[src/rtl/kbd_pkg.sv]
// Shared constants and types for the keyboard translation stage:
// Set-2 scan codes, control ASCII codes and the prefix FSM state type.
package kbd_pkg;

    localparam logic [7:0] ScBreak  = 8'hF0;
    localparam logic [7:0] ScExt    = 8'hE0;
    localparam logic [7:0] ScLShift = 8'h12;
    localparam logic [7:0] ScRShift = 8'h59;
    localparam logic [7:0] ScCtrl   = 8'h14;
    localparam logic [7:0] ScCaps   = 8'h58;
    localparam logic [7:0] ScEnter  = 8'h5A;
    localparam logic [7:0] ScBksp   = 8'h66;
    localparam logic [7:0] ScEsc    = 8'h76;
    localparam logic [7:0] ScSpace  = 8'h29;
    localparam logic [7:0] ScTab    = 8'h0D;

    localparam logic [6:0] AsciiCr  = 7'h0D;
    localparam logic [6:0] AsciiBs  = 7'h08;
    localparam logic [6:0] AsciiEsc = 7'h1B;
    localparam logic [6:0] AsciiSp  = 7'h20;
    localparam logic [6:0] AsciiTab = 7'h09;

    typedef enum logic [1:0] {
        StIdle,
        StBrk,
        StExt,
        StExtBrk
    } prefix_state_e;

endpackage

[src/rtl/kbd_fifo.sv]
// Synchronous character FIFO; pointers carry one extra bit so full and empty
// are distinguishable. Depth must be a power of 2, at least 2.
module kbd_fifo #(
    parameter int unsigned Depth = 4,
    parameter int unsigned Width = 7
) (
    input  logic             clk_i,
    input  logic             res_i,
    input  logic             push_i,
    input  logic             pop_i,
    input  logic [Width-1:0] wdata_i,
    output logic             full_o,
    output logic             empty_o,
    output logic [Width-1:0] head_o
);

    localparam int unsigned AddrW = $clog2(Depth);

    logic [AddrW:0]     wptr_q, rptr_q;
    logic [Width-1:0]   mem_q [Depth];
    logic               do_push, do_pop;
    logic [AddrW:0]     ptr_one;

    assign ptr_one = {{AddrW{1'b0}}, 1'b1};
    assign empty_o = (wptr_q == rptr_q);
    assign full_o  = (wptr_q[AddrW] != rptr_q[AddrW]) &&
                     (wptr_q[AddrW-1:0] == rptr_q[AddrW-1:0]);
    assign head_o  = mem_q[rptr_q[AddrW-1:0]];

    // A pop frees the slot this cycle, so a push while full still lands.
    assign do_push = push_i && (!full_o || pop_i);
    assign do_pop  = pop_i && !empty_o;

    always_ff @(posedge clk_i) begin
        if (res_i) begin
            wptr_q <= '0;
            rptr_q <= '0;
        end else begin
            if (do_push) wptr_q <= wptr_q + ptr_one;
            if (do_pop)  rptr_q <= rptr_q + ptr_one;
        end
    end

    always_ff @(posedge clk_i) begin
        if (do_push) mem_q[wptr_q[AddrW-1:0]] <= wdata_i;
    end

endmodule

[src/rtl/kbd_ascii.sv]
// Set-2 scan code to ASCII translator with Apple-I style keyboard register.
// Define KBD_LOWERCASE_EN for lowercase letters with shift/caps selecting case.
module kbd_ascii #(
    parameter int unsigned FIFO_DEPTH = 4
) (
    input  logic       CLOCK_50,
    input  logic       res,
    input  logic [7:0] scan_code,
    input  logic       scan_valid,
    input  logic       kbd_clr,
    output logic [7:0] kbd_dbo,
    output logic       kbd_ovf,
    output logic       caps_led
);

    import kbd_pkg::*;

    prefix_state_e state_q, state_d;
    logic code_valid, code_brk, code_ext;
    logic lshift_q, lshift_d, rshift_q, rshift_d;
    logic lctrl_q, lctrl_d, rctrl_q, rctrl_d;
    logic caps_q, caps_d;
    logic shift, ctrl, letter_upper, hit;
    logic [15:0] entry;  // {hit, letter, base glyph, shifted glyph}
    logic [6:0] char_d, char_q;
    logic push_q, clr_q, pop, ovf_q;
    logic full, empty;
    logic [6:0] head;

    always_comb begin
        state_d    = state_q;
        code_valid = 1'b0;
        code_brk   = 1'b0;
        code_ext   = 1'b0;
        if (scan_valid) begin
            unique case (state_q)
                StIdle: begin
                    if (scan_code == ScBreak)    state_d = StBrk;
                    else if (scan_code == ScExt) state_d = StExt;
                    else                         code_valid = 1'b1;
                end
                StBrk: begin
                    code_valid = 1'b1;
                    code_brk   = 1'b1;
                    state_d    = StIdle;
                end
                StExt: begin
                    if (scan_code == ScBreak) begin
                        state_d = StExtBrk;
                    end else begin
                        code_valid = 1'b1;
                        code_ext   = 1'b1;
                        state_d    = StIdle;
                    end
                end
                StExtBrk: begin
                    code_valid = 1'b1;
                    code_brk   = 1'b1;
                    code_ext   = 1'b1;
                    state_d    = StIdle;
                end
                default: state_d = StIdle;
            endcase
        end
    end

    always_comb begin
        lshift_d = lshift_q;
        rshift_d = rshift_q;
        lctrl_d  = lctrl_q;
        rctrl_d  = rctrl_q;
        caps_d   = caps_q;
        if (code_valid) begin
            if (!code_ext && scan_code == ScLShift) lshift_d = !code_brk;
            if (!code_ext && scan_code == ScRShift) rshift_d = !code_brk;
            if (scan_code == ScCtrl) begin
                if (code_ext) rctrl_d = !code_brk;
                else          lctrl_d = !code_brk;
            end
            if (!code_ext && !code_brk && scan_code == ScCaps) caps_d = !caps_q;
        end
    end

    always_comb begin
        entry = '0;
        case (scan_code)
            8'h1C: entry = {2'b11, 7'h41, 7'h41};  8'h32: entry = {2'b11, 7'h42, 7'h42};
            8'h21: entry = {2'b11, 7'h43, 7'h43};  8'h23: entry = {2'b11, 7'h44, 7'h44};
            8'h24: entry = {2'b11, 7'h45, 7'h45};  8'h2B: entry = {2'b11, 7'h46, 7'h46};
            8'h34: entry = {2'b11, 7'h47, 7'h47};  8'h33: entry = {2'b11, 7'h48, 7'h48};
            8'h43: entry = {2'b11, 7'h49, 7'h49};  8'h3B: entry = {2'b11, 7'h4A, 7'h4A};
            8'h42: entry = {2'b11, 7'h4B, 7'h4B};  8'h4B: entry = {2'b11, 7'h4C, 7'h4C};
            8'h3A: entry = {2'b11, 7'h4D, 7'h4D};  8'h31: entry = {2'b11, 7'h4E, 7'h4E};
            8'h44: entry = {2'b11, 7'h4F, 7'h4F};  8'h4D: entry = {2'b11, 7'h50, 7'h50};
            8'h15: entry = {2'b11, 7'h51, 7'h51};  8'h2D: entry = {2'b11, 7'h52, 7'h52};
            8'h1B: entry = {2'b11, 7'h53, 7'h53};  8'h2C: entry = {2'b11, 7'h54, 7'h54};
            8'h3C: entry = {2'b11, 7'h55, 7'h55};  8'h2A: entry = {2'b11, 7'h56, 7'h56};
            8'h1D: entry = {2'b11, 7'h57, 7'h57};  8'h22: entry = {2'b11, 7'h58, 7'h58};
            8'h35: entry = {2'b11, 7'h59, 7'h59};  8'h1A: entry = {2'b11, 7'h5A, 7'h5A};
            8'h45: entry = {2'b10, 7'h30, 7'h29};  8'h16: entry = {2'b10, 7'h31, 7'h21};
            8'h1E: entry = {2'b10, 7'h32, 7'h40};  8'h26: entry = {2'b10, 7'h33, 7'h23};
            8'h25: entry = {2'b10, 7'h34, 7'h24};  8'h2E: entry = {2'b10, 7'h35, 7'h25};
            8'h36: entry = {2'b10, 7'h36, 7'h5E};  8'h3D: entry = {2'b10, 7'h37, 7'h26};
            8'h3E: entry = {2'b10, 7'h38, 7'h2A};  8'h46: entry = {2'b10, 7'h39, 7'h28};
            8'h0E: entry = {2'b10, 7'h60, 7'h7E};  8'h4E: entry = {2'b10, 7'h2D, 7'h5F};
            8'h55: entry = {2'b10, 7'h3D, 7'h2B};  8'h54: entry = {2'b10, 7'h5B, 7'h7B};
            8'h5B: entry = {2'b10, 7'h5D, 7'h7D};  8'h5D: entry = {2'b10, 7'h5C, 7'h7C};
            8'h4C: entry = {2'b10, 7'h3B, 7'h3A};  8'h52: entry = {2'b10, 7'h27, 7'h22};
            8'h41: entry = {2'b10, 7'h2C, 7'h3C};  8'h49: entry = {2'b10, 7'h2E, 7'h3E};
            8'h4A: entry = {2'b10, 7'h2F, 7'h3F};
            ScEnter: entry = {2'b10, AsciiCr, AsciiCr};
            ScBksp:  entry = {2'b10, AsciiBs, AsciiBs};
            ScEsc:   entry = {2'b10, AsciiEsc, AsciiEsc};
            ScSpace: entry = {2'b10, AsciiSp, AsciiSp};
            ScTab:   entry = {2'b10, AsciiTab, AsciiTab};
            default: entry = '0;
        endcase
    end

    assign shift = lshift_q | rshift_q;
    assign ctrl  = lctrl_q | rctrl_q;
`ifdef KBD_LOWERCASE_EN
    assign letter_upper = shift ^ caps_q;
`else
    assign letter_upper = 1'b1;
`endif

    // Only Enter survives the extended prefix; every other extended make is dropped.
    assign hit = entry[15] && code_valid && !code_brk && (!code_ext || scan_code == ScEnter);

    always_comb begin
        char_d = entry[13:7];
        if (entry[14]) begin
            if (ctrl)               char_d = entry[13:7] & 7'h1F;
            else if (!letter_upper) char_d = entry[13:7] | 7'h20;
        end else if (shift) begin
            char_d = entry[6:0];
        end
    end

    assign pop = kbd_clr && !clr_q;

    always_ff @(posedge CLOCK_50) begin
        if (res) begin
            state_q  <= StIdle;
            lshift_q <= 1'b0;
            rshift_q <= 1'b0;
            lctrl_q  <= 1'b0;
            rctrl_q  <= 1'b0;
            caps_q   <= 1'b0;
            push_q   <= 1'b0;
            char_q   <= '0;
            clr_q    <= 1'b0;
            ovf_q    <= 1'b0;
        end else begin
            state_q  <= state_d;
            lshift_q <= lshift_d;
            rshift_q <= rshift_d;
            lctrl_q  <= lctrl_d;
            rctrl_q  <= rctrl_d;
            caps_q   <= caps_d;
            push_q   <= hit;
            char_q   <= char_d;
            clr_q    <= kbd_clr;
            // A simultaneous pop makes room, so only an unpaired push while full drops.
            ovf_q    <= ovf_q | (push_q && full && !pop);
        end
    end

    kbd_fifo #(
        .Depth (FIFO_DEPTH),
        .Width (7)
    ) u_fifo (
        .clk_i   (CLOCK_50),
        .res_i   (res),
        .push_i  (push_q),
        .pop_i   (pop),
        .wdata_i (char_q),
        .full_o  (full),
        .empty_o (empty),
        .head_o  (head)
    );

    assign kbd_dbo  = empty ? 8'h00 : {1'b1, head};
    assign kbd_ovf  = ovf_q;
    assign caps_led = caps_q;

endmodule

[config.mk]
export PLATFORM = sky130hd
export DESIGN_NAME = kbd_ascii
export DESIGN_NICKNAME = d
export VERILOG_FILES = /design/src/rtl/kbd_pkg.sv /design/src/rtl/kbd_fifo.sv /design/src/rtl/kbd_ascii.sv
export SDC_FILE = /design/constraint.sdc
export NUM_CORES = 1
export LEC_CHECK = 0
export CORE_MARGIN = 10
export CORE_UTILIZATION = 55
export DETAILED_ROUTE_END_ITERATION = 8
export PLACE_DENSITY = 0.75
export SLEW_MARGIN = 10
export SYNTH_ARGS = -nofsm -noshare
export SYNTH_HDL_FRONTEND = slang
export SYNTH_HIERARCHICAL = 1
export SYNTH_SLANG_ARGS = --single-unit
[constraint.sdc]
create_clock -name CLOCK_50 -period 2.1 [get_ports CLOCK_50]
set_input_delay 0.42 -clock CLOCK_50 [delete_from_list [all_inputs] [get_ports CLOCK_50]]
set_output_delay 0.42 -clock CLOCK_50 [all_outputs]
set_load 0.05 [all_outputs]
==> results.yml <==
final_layout:
  final_common_cell: "buf_4"
  fin_cells: 648
  drive_gt1_share_pct: 36.05
  antenna_cells: 0
  finalNetCount: 576
  area_growth_pct: 36.95
  final_cell_mix: "114 x buf_4, 39 x nor2_1, 28 x edfxtp_1"
  final_util_pct: 78.21
sta:
  tightest_slew_ns: 0.5444
  rsz0062_at_grt: "no"
  setup_viol: 0
  setup_ws_ns: 0.06139
  period_needed_ns: 2.039
  skew_ns: 0.01044
  hold_viol: 0
  finalMaxSlewViolations: 0
  slew_headroom_pct: 62.77
  max_freq_ghz: 0.4905
  finalHoldWorstSlack_ns: 0.4843
  period_share_pct: 97.08
clock_tree:
  clk_latency_ns: 0.30
  cts_htree_levels: 2
  holdBufCountCts: 0
  cts_buffers: 5
  cts_buffer_depth: 2
  cts_tree: "built"
  clkTransAtPathRegs_ns: 0.09
  cts.sinks: 53
  cts-root-buf: "clkbuf_8"
logic_synthesis:
  synthAdderAreaFrac_pct: 4.169
  synth_mux_area_share_pct: 8.531
  synthTopCellsByArea: "edfxtp_1 22%, dfxtp_1 13%, mux4_2 4.6%, ha_1 4.2%, a21oi_1 3.8%"
  syn_area_per_cell_um2: 8.948
  synth_compound_area_share_pct: 22.74
  synth_cell_types: 73
  synth_edf_count: 28
  synth_top_family_by_area: "simple AND/OR/NAND/NOR gates"
  synth_xor_area_share_pct: 1.924
  syn_area_um2: 3901
  synth_warnings: 6
  synth_top_area_cell: "edfxtp_1"
  synthArstFlopShare_pct: 0
  synth_top_area_share_pct: 21.55
  synth_seq_cells: 53
  syn_inst: 436
  ys_seq_area_share_pct: 34.38
  ys.flop_type: "edfxtp_1"
  synthSimpleGateAreaFrac_pct: 22.84
  syn_nets: 461
setup_path:
  r2r.worst_path.cells: 5
  cpLargestDelayFamily: "multiplexers"
  start_kind: "register"
  rrSetupSlack_ns: 0.46
  path_class: "reg -> out"
  r2r_end: "caps_led"
  arrival_ns: 1.62
  crit_buf_inv: 2
  regToRegStartpoint: "state_q[0]"
  cp_slowest_stage_delay_ns: 0.51
  critPathMaxFanout: 7
  cp_slowest_cell: "mux4_2"
  worstSetupEndpointType: "output port"
  cp_cell_sequence: "buf_6 > mux4_2 > nor2b_1 > buf_4"
  cp.required_ns: 1.68
global_routing:
  gr-usage-all-layers_pct: 21.85
  grt_remaining_overflow: 0
  grt_max_degree: 21
  antenna_found_initial: 0
  grt_pass1_vias: 3977
  grt_pass1_wl_um: 19840
power_and_ir_drop:
  vdd_drop_max_uv: 299.7
  power-per-cell-area_nw_per_um2: 493.0
  p_leak_uw: 0.002095
  power_uw: 2634
floorplan:
  die_area_um2: 10860
  die_h_um: 104.2
  row_count: 30
  core-area_um2: 6832
  io_pins: 22
  start_util_pct: 57.11
  dieWidth_um: 104.2
routing:
  wl_per_cell_um: 19.36
  vias_per_cell: 6.224
  wl_um: 12540
  route.vias.total: 4033
  drt_iter0_markers: 578
  first_pass_iters: 6
  ant_nets: 0
  drc_errors: 0
min_path:
  min_to: "u_fifo/mem_q[3][2]"
  min_path_cells: 0
  hp-start: "char_q[2]"
  hp-class: "reg -> reg"
placement:
  io_buffers: 21
  place_congestion: 1.040
  place_worst_setup_slack_ns: -0.7393
  dpl.cell_count: 631
  hpwlAfterDp_um: 9392
run:
  maxCapViolCount: 0
status:
  status: "complete, no violations"
[sequential cells by signal, indices dropped and copies added, names as in the netlist, 2 cells and up, named ones only]
name and count:
u_fifo/mem_q 28, char_q 7, u_fifo/rptr_q 3, u_fifo/wptr_q 3
state_q 2
[worst reg2reg max path: cells and delay by family (launching register included)]
kind,cells,cell delay (ns)
xor gates and xnor gates,1,0.11
DFF,1,0.41
and+or+nand+nor,4,1.02
[logic make-up after synthesis]
kind of cell,Yosys count
compound gates,128
xor+xnor,6
fa+ha+maj,13
buf+inv,50
flops,53
mux,22
simple gates,164
[layout make-up]
class	instances	area, um2
clock buffer	6	72.57
fill	498	1489
multi-input combinational	333	2504
inverter	14	52.55
clock inverter	2	15.01
timing repair buffer	144	1232
sequential	53	1346
tap	96	120.1
[cell usage after synthesis, types with 3 or more instances]
cell	count
a211oi_1	8
nor3b_1	3
nor2b_1	18
nand2_1	23
nor3_1	12
mux2_2	3
nand3_1	15
o32ai_1	5
nor2_1	39
and3b_1	3
dfxtp_1	25
o211ai_1	5
ha_1	13
o221ai_1	3
o21ai_0	26
buf_2	15
o31ai_1	3
and2_1	6
mux2_1	3
a31o_2	3
a21oi_1	30
edfxtp_1	28
clkbuf_1	15
nand2b_1	15
nand3b_1	6
xnor2_1	3
nand4_1	5
mux2i_1	7
buf_1	4
o211a_1	3
or2_2	3
a31oi_1	12
mux4_2	8
inv_1	14
[power by group]
| group | switching, uW | internal [uW] | leakage (uW) | total (uW) |
|---|---|---|---|---|
| Combinational | 522 | 414 | 0.00160 | 936 |
| Clock | 331 | 235 | 0.0000374 | 566 |
| Sequential | 20.5 | 1110 | 0.000462 | 1130 |
| Total | 874 | 1760 | 0.00209 | 2630 |
[stage by stage]
stage,cell area [um2],setup TNS (ns)
6_report,5343,0
5_1_grt,5343,0
4_1_cts,5239,0
3_5_place_dp,4969,-7.455
3_3_place_gp,4969,-6.989
2_1_floorplan,3914,0
[what timing repair did]
| action | in CTS | in global routing |
|---|---|---|
| pin swaps | 11 | 8 |
| setup endpoints to repair | 20 | 17 |
| cloned | 1 | 0 |
| setup buffers | 6 | 2 |
| gates resized for setup | 36 | 28 |
[per-layer routing]
| layer | share of wire [%] | wire [um] | track usage, % |
|---|---|---|---|
| met3 | 8.0 | 999 | 3.222 |
| met1 | 40 | 4977 | 25.90 |
| met2 | 48 | 6033 | 37.34 |
| met4 | 4.2 | 533 | 11.33 |
| met5 | 0 | 0 | 0 |
[worst max path at each step]
stage	startpoint	to	slack (ns)	cells after the start
after floorplan	scan_code[0]	char_q[0]	0.03	9
after global placement	scan_code[2]	char_q[6]	-0.71	10
after detailed placement	scan_code[0]	char_q[0]	-0.74	10
after CTS	register	kbd_dbo[6]	0.004	4
after global routing	scan_code[2]	char_q[4]	0.003	9
final	register	kbd_dbo[2]	0.06	4
(Power assumes the default switching activity.)
